**config.mk**
```make
export PLATFORM = sky130hd
export DESIGN_NAME = ram_port_arbiter
export DESIGN_NICKNAME = d
export VERILOG_FILES = /design/src/rtl/ram_port_arbiter.sv
export SDC_FILE = /design/constraint.sdc
export NUM_CORES = 1
export LEC_CHECK = 0
export CAP_MARGIN = 10
export CORE_ASPECT_RATIO = 0.6
export CORE_UTILIZATION = 36
export DETAILED_ROUTE_END_ITERATION = 8
export PLACE_DENSITY = 0.79
export SYNTH_ARGS = -nofsm -noshare
export SYNTH_HDL_FRONTEND = slang
export SYNTH_SLANG_ARGS = --single-unit
```
**constraint.sdc**
```tcl
create_clock -name clk -period 1.45 [get_ports clk]
set_input_delay 0.29 -clock clk [delete_from_list [all_inputs] [get_ports clk]]
set_output_delay 0.29 -clock clk [all_outputs]
set_load 0.01 [all_outputs]
```
**src/rtl/ram_port_arbiter.sv**
```systemverilog
// ram_port_arbiter: shares one data RAM between the instruction-fetch port
// (word reads) and the load/store port (byte/half/word, read or write).
// Each transaction goes IDLE -> ACCESS -> RESP, or IDLE -> RESP when the
// request cannot be served.
// Optional feature macro: RAM_ARB_RR_EN. When it is defined, simultaneous
// requests are granted round-robin. When it is undefined, the LSU always wins.
module ram_port_arbiter #(
  parameter int ADDR_W = 32
) (
  input  logic              clk,
  input  logic              rst_n,
  // Instruction-fetch request / response
  input  logic              i_req_valid,
  output logic              i_req_ready,
  input  logic [ADDR_W-1:0] i_req_addr,
  output logic              i_rsp_valid,
  input  logic              i_rsp_ready,
  output logic [31:0]       i_rsp_data,
  output logic              i_rsp_err,
  // Load/store request / response
  input  logic              d_req_valid,
  output logic              d_req_ready,
  input  logic              d_req_we,
  input  logic [ADDR_W-1:0] d_req_addr,
  input  logic [31:0]       d_req_wdata,
  input  logic [1:0]        d_req_mode,
  input  logic              d_req_signed,
  output logic              d_rsp_valid,
  input  logic              d_rsp_ready,
  output logic [31:0]       d_rsp_rdata,
  output logic              d_rsp_err,
  // RAM side
  output logic              ram_we,
  output logic [ADDR_W-1:0] ram_r_addr,
  output logic [ADDR_W-1:0] ram_w_addr,
  output logic [31:0]       ram_w_data,
  output logic [1:0]        ram_write_mode,
  output logic [1:0]        ram_read_mode,
  output logic              ram_read_signed,
  input  logic [31:0]       ram_r_data
);

  typedef enum logic [1:0] {
    IDLE   = 2'd0,
    ACCESS = 2'd1,
    RESP   = 2'd2
  } state_e;

  localparam logic [1:0] MODE_BYTE = 2'd0;
  localparam logic [1:0] MODE_HALF = 2'd1;
  localparam logic [1:0] MODE_WORD = 2'd2;

  state_e            state_q;
  logic              owner_lsu_q;   // 1: LSU owns the transaction, 0: fetch

  // RAM control registers; they keep their last legal values between accesses
  logic              ram_we_q;
  logic [ADDR_W-1:0] ram_addr_q;
  logic [31:0]       ram_wdata_q;
  logic [1:0]        ram_mode_q;
  logic              ram_signed_q;

  // Response registers per port
  logic              i_rsp_valid_q;
  logic [31:0]       i_rsp_data_q;
  logic              i_rsp_err_q;
  logic              d_rsp_valid_q;
  logic [31:0]       d_rsp_rdata_q;
  logic              d_rsp_err_q;

  // Arbitration and the selected (winning) request
  logic              grant_i;
  logic              grant_d;
  logic              any_grant;
  logic [ADDR_W-1:0] sel_addr;
  logic              sel_we;
  logic [31:0]       sel_wdata;
  logic [1:0]        sel_mode;
  logic              sel_signed;
  logic              sel_legal;
  logic              rsp_ack;
  logic [31:0]       access_data;

  // An access is legal when the RAM can serve it inside one aligned word.
  // A half access at offset 1 stays within the word, so it is allowed.
  function automatic logic access_legal(input logic [1:0] mode, input logic [1:0] off);
    logic ok;
    case (mode)
      MODE_BYTE: ok = 1'b1;
      MODE_HALF: ok = (off != 2'd3);
      MODE_WORD: ok = (off == 2'd0);
      default:   ok = 1'b0;
    endcase
    return ok;
  endfunction

`ifdef RAM_ARB_RR_EN
  logic last_lsu_q;   // 1: LSU was granted last; reset value makes LSU win the first tie
  logic last_lsu_d;

  // Round-robin grant: on a tie, serve whichever port was not granted last
  always_comb begin
    grant_i = 1'b0;
    grant_d = 1'b0;
    if (state_q == IDLE) begin
      if (i_req_valid && d_req_valid) begin
        grant_d = ~last_lsu_q;
        grant_i = last_lsu_q;
      end else begin
        grant_d = d_req_valid;
        grant_i = i_req_valid;
      end
    end
  end

  // The pointer follows every accepted request
  always_comb begin
    last_lsu_d = last_lsu_q;
    if (grant_d) begin
      last_lsu_d = 1'b1;
    end else if (grant_i) begin
      last_lsu_d = 1'b0;
    end
  end

  // Round-robin pointer register
  always_ff @(posedge clk or negedge rst_n) begin
    if (!rst_n) begin
      last_lsu_q <= 1'b0;
    end else begin
      last_lsu_q <= last_lsu_d;
    end
  end
`else
  // Fixed priority: the LSU always wins, fetch only when the LSU is quiet
  always_comb begin
    grant_i = 1'b0;
    grant_d = 1'b0;
    if (state_q == IDLE) begin
      grant_d = d_req_valid;
      grant_i = i_req_valid & ~d_req_valid;
    end
  end
`endif

  // Route the winning request; fetch is always an unsigned word read
  always_comb begin
    any_grant  = grant_i | grant_d;
    sel_addr   = grant_d ? d_req_addr : i_req_addr;
    sel_we     = grant_d & d_req_we;
    sel_wdata  = grant_d ? d_req_wdata : 32'd0;
    sel_mode   = grant_d ? d_req_mode : MODE_WORD;
    sel_signed = grant_d & d_req_signed;
    sel_legal  = access_legal(sel_mode, sel_addr[1:0]);
  end

  // Response handshake of the current owner, and the data captured at the end of ACCESS
  always_comb begin
    rsp_ack     = owner_lsu_q ? d_rsp_ready : i_rsp_ready;
    access_data = ram_we_q ? 32'd0 : ram_r_data;
  end

  // Main sequencer: the state, the RAM controls and the responses are all registered here
  always_ff @(posedge clk or negedge rst_n) begin
    if (!rst_n) begin
      state_q       <= IDLE;
      owner_lsu_q   <= 1'b0;
      ram_we_q      <= 1'b0;
      ram_addr_q    <= '0;
      ram_wdata_q   <= 32'd0;
      ram_mode_q    <= MODE_BYTE;
      ram_signed_q  <= 1'b0;
      i_rsp_valid_q <= 1'b0;
      i_rsp_data_q  <= 32'd0;
      i_rsp_err_q   <= 1'b0;
      d_rsp_valid_q <= 1'b0;
      d_rsp_rdata_q <= 32'd0;
      d_rsp_err_q   <= 1'b0;
    end else begin
      case (state_q)
        IDLE: begin
          if (any_grant) begin
            owner_lsu_q <= grant_d;
            if (sel_legal) begin
              ram_we_q     <= sel_we;
              ram_addr_q   <= sel_addr;
              ram_wdata_q  <= sel_wdata;
              ram_mode_q   <= sel_mode;
              ram_signed_q <= sel_signed;
              state_q      <= ACCESS;
            end else begin
              // A rejected request never touches the RAM and answers at once
              if (grant_d) begin
                d_rsp_valid_q <= 1'b1;
                d_rsp_rdata_q <= 32'd0;
                d_rsp_err_q   <= 1'b1;
              end else begin
                i_rsp_valid_q <= 1'b1;
                i_rsp_data_q  <= 32'd0;
                i_rsp_err_q   <= 1'b1;
              end
              state_q <= RESP;
            end
          end
        end
        ACCESS: begin
          // The RAM has produced the read data (or finished the write) by the falling edge
          ram_we_q <= 1'b0;
          if (owner_lsu_q) begin
            d_rsp_valid_q <= 1'b1;
            d_rsp_rdata_q <= access_data;
            d_rsp_err_q   <= 1'b0;
          end else begin
            i_rsp_valid_q <= 1'b1;
            i_rsp_data_q  <= access_data;
            i_rsp_err_q   <= 1'b0;
          end
          state_q <= RESP;
        end
        RESP: begin
          // Hold the response until the owner takes it
          if (rsp_ack) begin
            i_rsp_valid_q <= 1'b0;
            d_rsp_valid_q <= 1'b0;
            state_q       <= IDLE;
          end
        end
        default: begin
          state_q <= IDLE;
        end
      endcase
    end
  end

  assign i_req_ready     = grant_i;
  assign d_req_ready     = grant_d;

  assign i_rsp_valid     = i_rsp_valid_q;
  assign i_rsp_data      = i_rsp_data_q;
  assign i_rsp_err       = i_rsp_err_q;
  assign d_rsp_valid     = d_rsp_valid_q;
  assign d_rsp_rdata     = d_rsp_rdata_q;
  assign d_rsp_err       = d_rsp_err_q;

  assign ram_we          = ram_we_q;
  assign ram_r_addr      = ram_addr_q;
  assign ram_w_addr      = ram_addr_q;
  assign ram_w_data      = ram_wdata_q;
  assign ram_write_mode  = ram_mode_q;
  assign ram_read_mode   = ram_mode_q;
  assign ram_read_signed = ram_signed_q;

endmodule

```
-- Word level (Yosys, flattened, before mapping)
Index checks and enable logic that the tools add are counted.
- register bits after elaboration: 139
- input bits: 138
- word-level logic and storage cells: 84
- eq/ne operators: 13
- bitwise logic cells: 5
- reduce and logical (&&, ||, !) cells: 13
- mux-type cells: 40
- operator list (operator ; number):
    $mux 32 ; 11
    $pmux 32 s2 ; 2
    $ne 2x2->1 const B ; 9
    $mux 1 ; 16
    $reduce_and 6->1 ; 2
    $reduce_and 5->1 ; 2
    $pmux 1 s3 ; 3
    $mux 2 ; 4
    $logic_not 2->1 ; 3
    $pmux 1 s2 ; 3
    $pmux 2 s3 ; 1
    $reduce_and 3->1 ; 2
    $eq 2x1->1 const B ; 2
    $eq 2x2->1 const B ; 2
    $reduce_and 2->1 ; 2
    $and 1x1->1 ; 3
    $reduce_bool 3->1 ; 1
    $reduce_bool 2->1 ; 1
    $not 1->1 ; 1
    $or 1x1->1 ; 1

-- Logic depth before layout (Yosys ltp)
- depth in word-level cells: 8
- gate-level depth with buffers: 9
- depth with buffers taken out: 7

-- Worst setup path before layout
Ideal clock, no wire load.
- kind: flip-flop to flip-flop
- start: register state_q[0]
- end: register i_rsp_data_q[0], in the netlist i_rsp_data[0]
- path slack: -138 ps
- cell stages (with the launch flop): 6
- arrival: 1466 ps
- required time: 1328 ps
- period minus slack after synthesis: 1588 ps
- setup time: 122 ps
- path through: dfrtp_1 -> or2_1 -> o22ai_2 -> o31ai_4 -> buf_6 -> a32o_1
- cells in the longest elaborated chain, start to end: 7
- elaborated cells on any way between the ends: 20
- ends and longest elaborated chain (item ; RTL line ; source):
    start, declared ; 53 ; state_e state_q;
    start signal, assigned ; 166 ; state_q <= IDLE;
    start signal, assigned ; 190 ; state_q <= ACCESS;
    start signal, assigned ; 202 ; state_q <= RESP;
    $logic_not 2->1 ; 139, 180 ;
    $mux 1 ; 139 ; if (state_q == IDLE) begin
    $mux 32 or $mux 2 (tied branches) ; 149, 152 ;
    $ne 2x2->1 (tied with other cells) ; 90 ; MODE_HALF: ok = (off != 2'd3);
    $pmux 1 s3 ; 88 ; case (mode)
    $ne 2x2->1 (no line) ; -- ;
    $reduce_and 5->1 (no line) ; -- ;
    end signal, assigned ; 215 ; i_rsp_data_q <= access_data;
    end, declared ; 65 ; logic [31:0] i_rsp_data_q;
Parallel ways exist; a longest one is shown, timed or not.
A chain may end at the register's enable or synchronous reset.

-- Final worst setup path
- start: register state_q[1]
- end: register ram_wdata_q[4], in the netlist ram_w_data[4]
- cells in the longest elaborated chain, start to end: 6
- elaborated cells on any way between the ends: 14
- ends and longest elaborated chain (item ; RTL line ; source):
    $logic_not 2->1 (*) ; 139, 180 ;
    $mux 1 ; 139 ;
    $mux 32 or $mux 2 (tied branches) ; 149, 152 ;
    $ne 2x2->1 (tied with other cells) ; 90 ;
    $pmux 1 s3 ; 88 ;
    $reduce_and 3->1 (no line) ; -- ;
    end signal, assigned ; 187 ; ram_wdata_q <= sel_wdata;
    end, declared ; 59 ; logic [31:0] ram_wdata_q;
Mark *: on every way between the ends. The rest lies on a longest branch, timed or not.

==> results <==
worst register-to-register path, cell delays in order, from the launching register on:
cell       delay, ns
dfrtp_1         0.39
or2_4           0.31
buf_6           0.14
nor2_4          0.11
nor2_4          0.08
buf_8           0.15
clkbuf_16       0.17
a22o_1          0.18
power by group through the flow:
stage / registers [mW] / clock network, mW / logic, mW
after floorplan: 6.68 / 0 / 3.41
after global placement: 6.19 / 0 / 8.26
after detailed placement: 6.18 / 0 / 8.41
after CTS: 6.10 / 4.23 / 7.84
after global routing: 6.29 / 4.42 / 8.66
final: 6.10 / 4.12 / 8.12
placed cells by master (no fill, tap or decap), drive strengths merged, types with 5 or more instances in the layout:
cell type / synthesis / routed
dlygate4sd2: 0 / 170
dfrtp: 139 / 139
clkdlybuf4s50: 0 / 130
buf: 57 / 69
a32o: 65 / 65
inv: 39 / 48
a21oi: 37 / 37
nand2: 35 / 35
a22o: 33 / 33
a32oi: 32 / 32
clkbuf: 22 / 20
o21ai: 10 / 10
nor2: 6 / 6
clkinvlp: 0 / 5
dlymetal6s2s: 0 / 5
metal layers:
metal  global-route usage (%)  wire length (µm)  vias up
met4                     6.15               251        0
met2                     37.8              9950      263
met3                     5.43              1550       18
met1                     30.6              8740     2795
li1                         -                 -     2503
met5                        0                 0        -
timing repair:
item | 4_1_cts | 5_1_grt
pin swaps | 20 | 9
endpoints found under the setup margin | 307 | 139
hold endpoints to repair | 22 | 0
gates cloned | 7 | 2
hold buffers | 1 | 0
gates resized for setup | 212 | 40
buffers inserted | 14 | 8
registers in the layout (all words and copies together) (netlist names):
signal           cells
d_rsp_err            1
d_rsp_valid          1
i_rsp_valid          1
owner_lsu_q          1
ram_we               1
ram_read_mode        2
ram_r_addr          32
state_q              2
i_rsp_err            1
ram_w_data          32
i_rsp_data          32
ram_read_signed      1
d_rsp_rdata         32
final cells by class:
cell class | instances | area, µm² | area share [%]
inverters | 39 | 156 | 1.52
clock inverters | 14 | 124 | 1.20
well taps | 209 | 262 | 2.53
clock buffers | 18 | 439 | 4.26
multi-input cells | 244 | 2030 | 19.7
repair buffers | 378 | 3830 | 37.1
flip-flops and latches | 139 | 3480 | 33.7
final timing paths:
path / depth (start not counted) / slack [ns] / end
worst min register to register: 1 / 0.48 / d_rsp_rdata[9]$_DFFE_PN0P_
worst min-delay path: 2 / 0.33 / ram_r_addr[31]$_DFFE_PN0P_
worst max register to register: 7 / -0.18 / ram_w_data[4]$_DFFE_PN0P_
worst max-delay path: 7 / -0.18 / ram_w_data[4]$_DFFE_PN0P_
min in group clk: 4 / 0.35 / ram_r_addr[0]$_DFFE_PN0P_
max in group asynchronous: 3 / 0.57 / i_rsp_data[29]$_DFFE_PN0P_
kinds of logic (layout without fill, tap and decap cells):
logic type	Yosys count	in the layout	synth area share, %
AOI/OAI and AO/OA	189	189	26.3
DFF	139	139	58.3
buffers and inverters	118	449	10.8
and+or+nand+nor	53	53	4.26
muxes	2	2	0.335
through the flow:
step | utilization, % | total power, mW | worst slack (ns)
finish | 63.6 | 18.3 | -0.184
global route | 63.6 | 19.4 | -0.242
CTS | 62.6 | 18.2 | -0.232
detailed placement | 57.4 | 14.6 | -0.589
global placement | 57.4 | 14.4 | -0.569
floorplan | - | 10.1 | -0.0591
==> metrics <==
via count=5,579; Post-synth EDFFs=0; 1st-iter DRT viols=349; Synthesis Warnings=0; starting density of the core=36.8%; Max-Cap Viols=0; failing checks=negative setup slack; Mapped Avg Cell Area=11.9 µm²; Post-synth ARST share=100%; Remaining Overflow, GRT=0; flops & latches, synth=139; NumNets Final=957; CP Max Fanout=8; RSZ-0062 raised after global routing=true; DP Cell Count=982; sw frac=36.6%; Final Hold Viols=0; I/O pin count=310; Slew headroom=73.0%; routed vias/inst=5.36; status=complete, but fails checks; worst setup margin=-0.184 ns; crit start category=flop; drt wl/cell=19.7 µm; P_sw=6.71 mW; critical path, cell by cell=or2_4 > buf_6 > nor2_4 > nor2_4 > buf_8 > clkbuf_16 > a22o_1; Comb power frac=44.3%; Num CTS Buffers=17; layout cells sized above 1=16.9%; Clock Skews=0.0114 ns; area grow syn2layout=72.8%; setup TNS=-16.38 ns; Max stage delay on crit path=0.39 ns; Hold WS=0.329 ns; Yosys top cell area share=58.3%; CTS Buffer Depth=2; worst-margin pin slew=0.402 ns; worst setup path category=reg -> reg; main flop type after synthesis=dfrtp_1; Worst path top cell family by delay=simple AND/OR/NAND/NOR gates; cell with the most instances after synthesis=dfrtp_1; Post-Syn Instances=501; Ant. Diodes=0; IO buf count=309; root buffer cell=clkbuf_16; Final Max Tran Viols=0; Die Ht=102 µm; cell area after synthesis=5970 µm²; final setup fails=135; Final Instance Area=10,300 µm²; pin count of the biggest net entering global routing=49; Die Area=17,100 µm²; H-tree depth=4; most instantiated cells after synthesis=dfrtp_1 (139), a32o_1 (65), a21oi_1 (37), inv_1 (36); fin crit period=1.63 ns; HPWL after detailed placement=13.0 mm; Pre-antenna DRT Iters=4; first-pass GRT wire length=30.5 mm; crit path from=state_q[1]$_DFFE_PN0P_; DRT antenna net count=0; synth unique cells=38; Die Width=168 µm; Worst path most repeated cell=nor2_4; final RePlAce weighted congestion=0.842; Layout fillers=1,297; CP Data Arrival Time=1.93 ns; clock tree from TritonCTS=done; Static Leak=5.05 nW; CP max-delay cell=dfrtp_1; final cycle utilization of the critical path=113%; # rows=36; Clock transition at path regs=0.06 ns; initial antenna violation count=0; sequential cell area fraction in the yosys report=58.3%; Routed WL=20.5 mm; Power Density=1780 nW/µm²; Hold Path Class=in -> async; clock latency on the worst-skew pair=0.41 ns; top post-synthesis cells by area=dfrtp_1 (58%), a32o_1 (11%), a22o_1 (4.8%); clock sink total=139; sequential share of power=33.3%; top cell type by total area after synthesis=dfrtp_1; Clock power frac=22.5%; number of global-route vias before repair=5,547; Max Fclk=0.612 GHz; VDD IR max=1.03 mV; Placed Area=9310 µm²; Worst Path Required=1.74 ns; Global Route Usage Sum=22.9%; crit end category=flop; post-route insts no fill=1,041; Mapped Nets=639; CP bufs+invs=3; Remaining DRCs=0; reg2reg start=state_q[1]$_DFFE_PN0P_; P_int=11.6 mW; CORE AREA=16,200 µm²
Note: power is estimated with default switching activity, not from simulation.
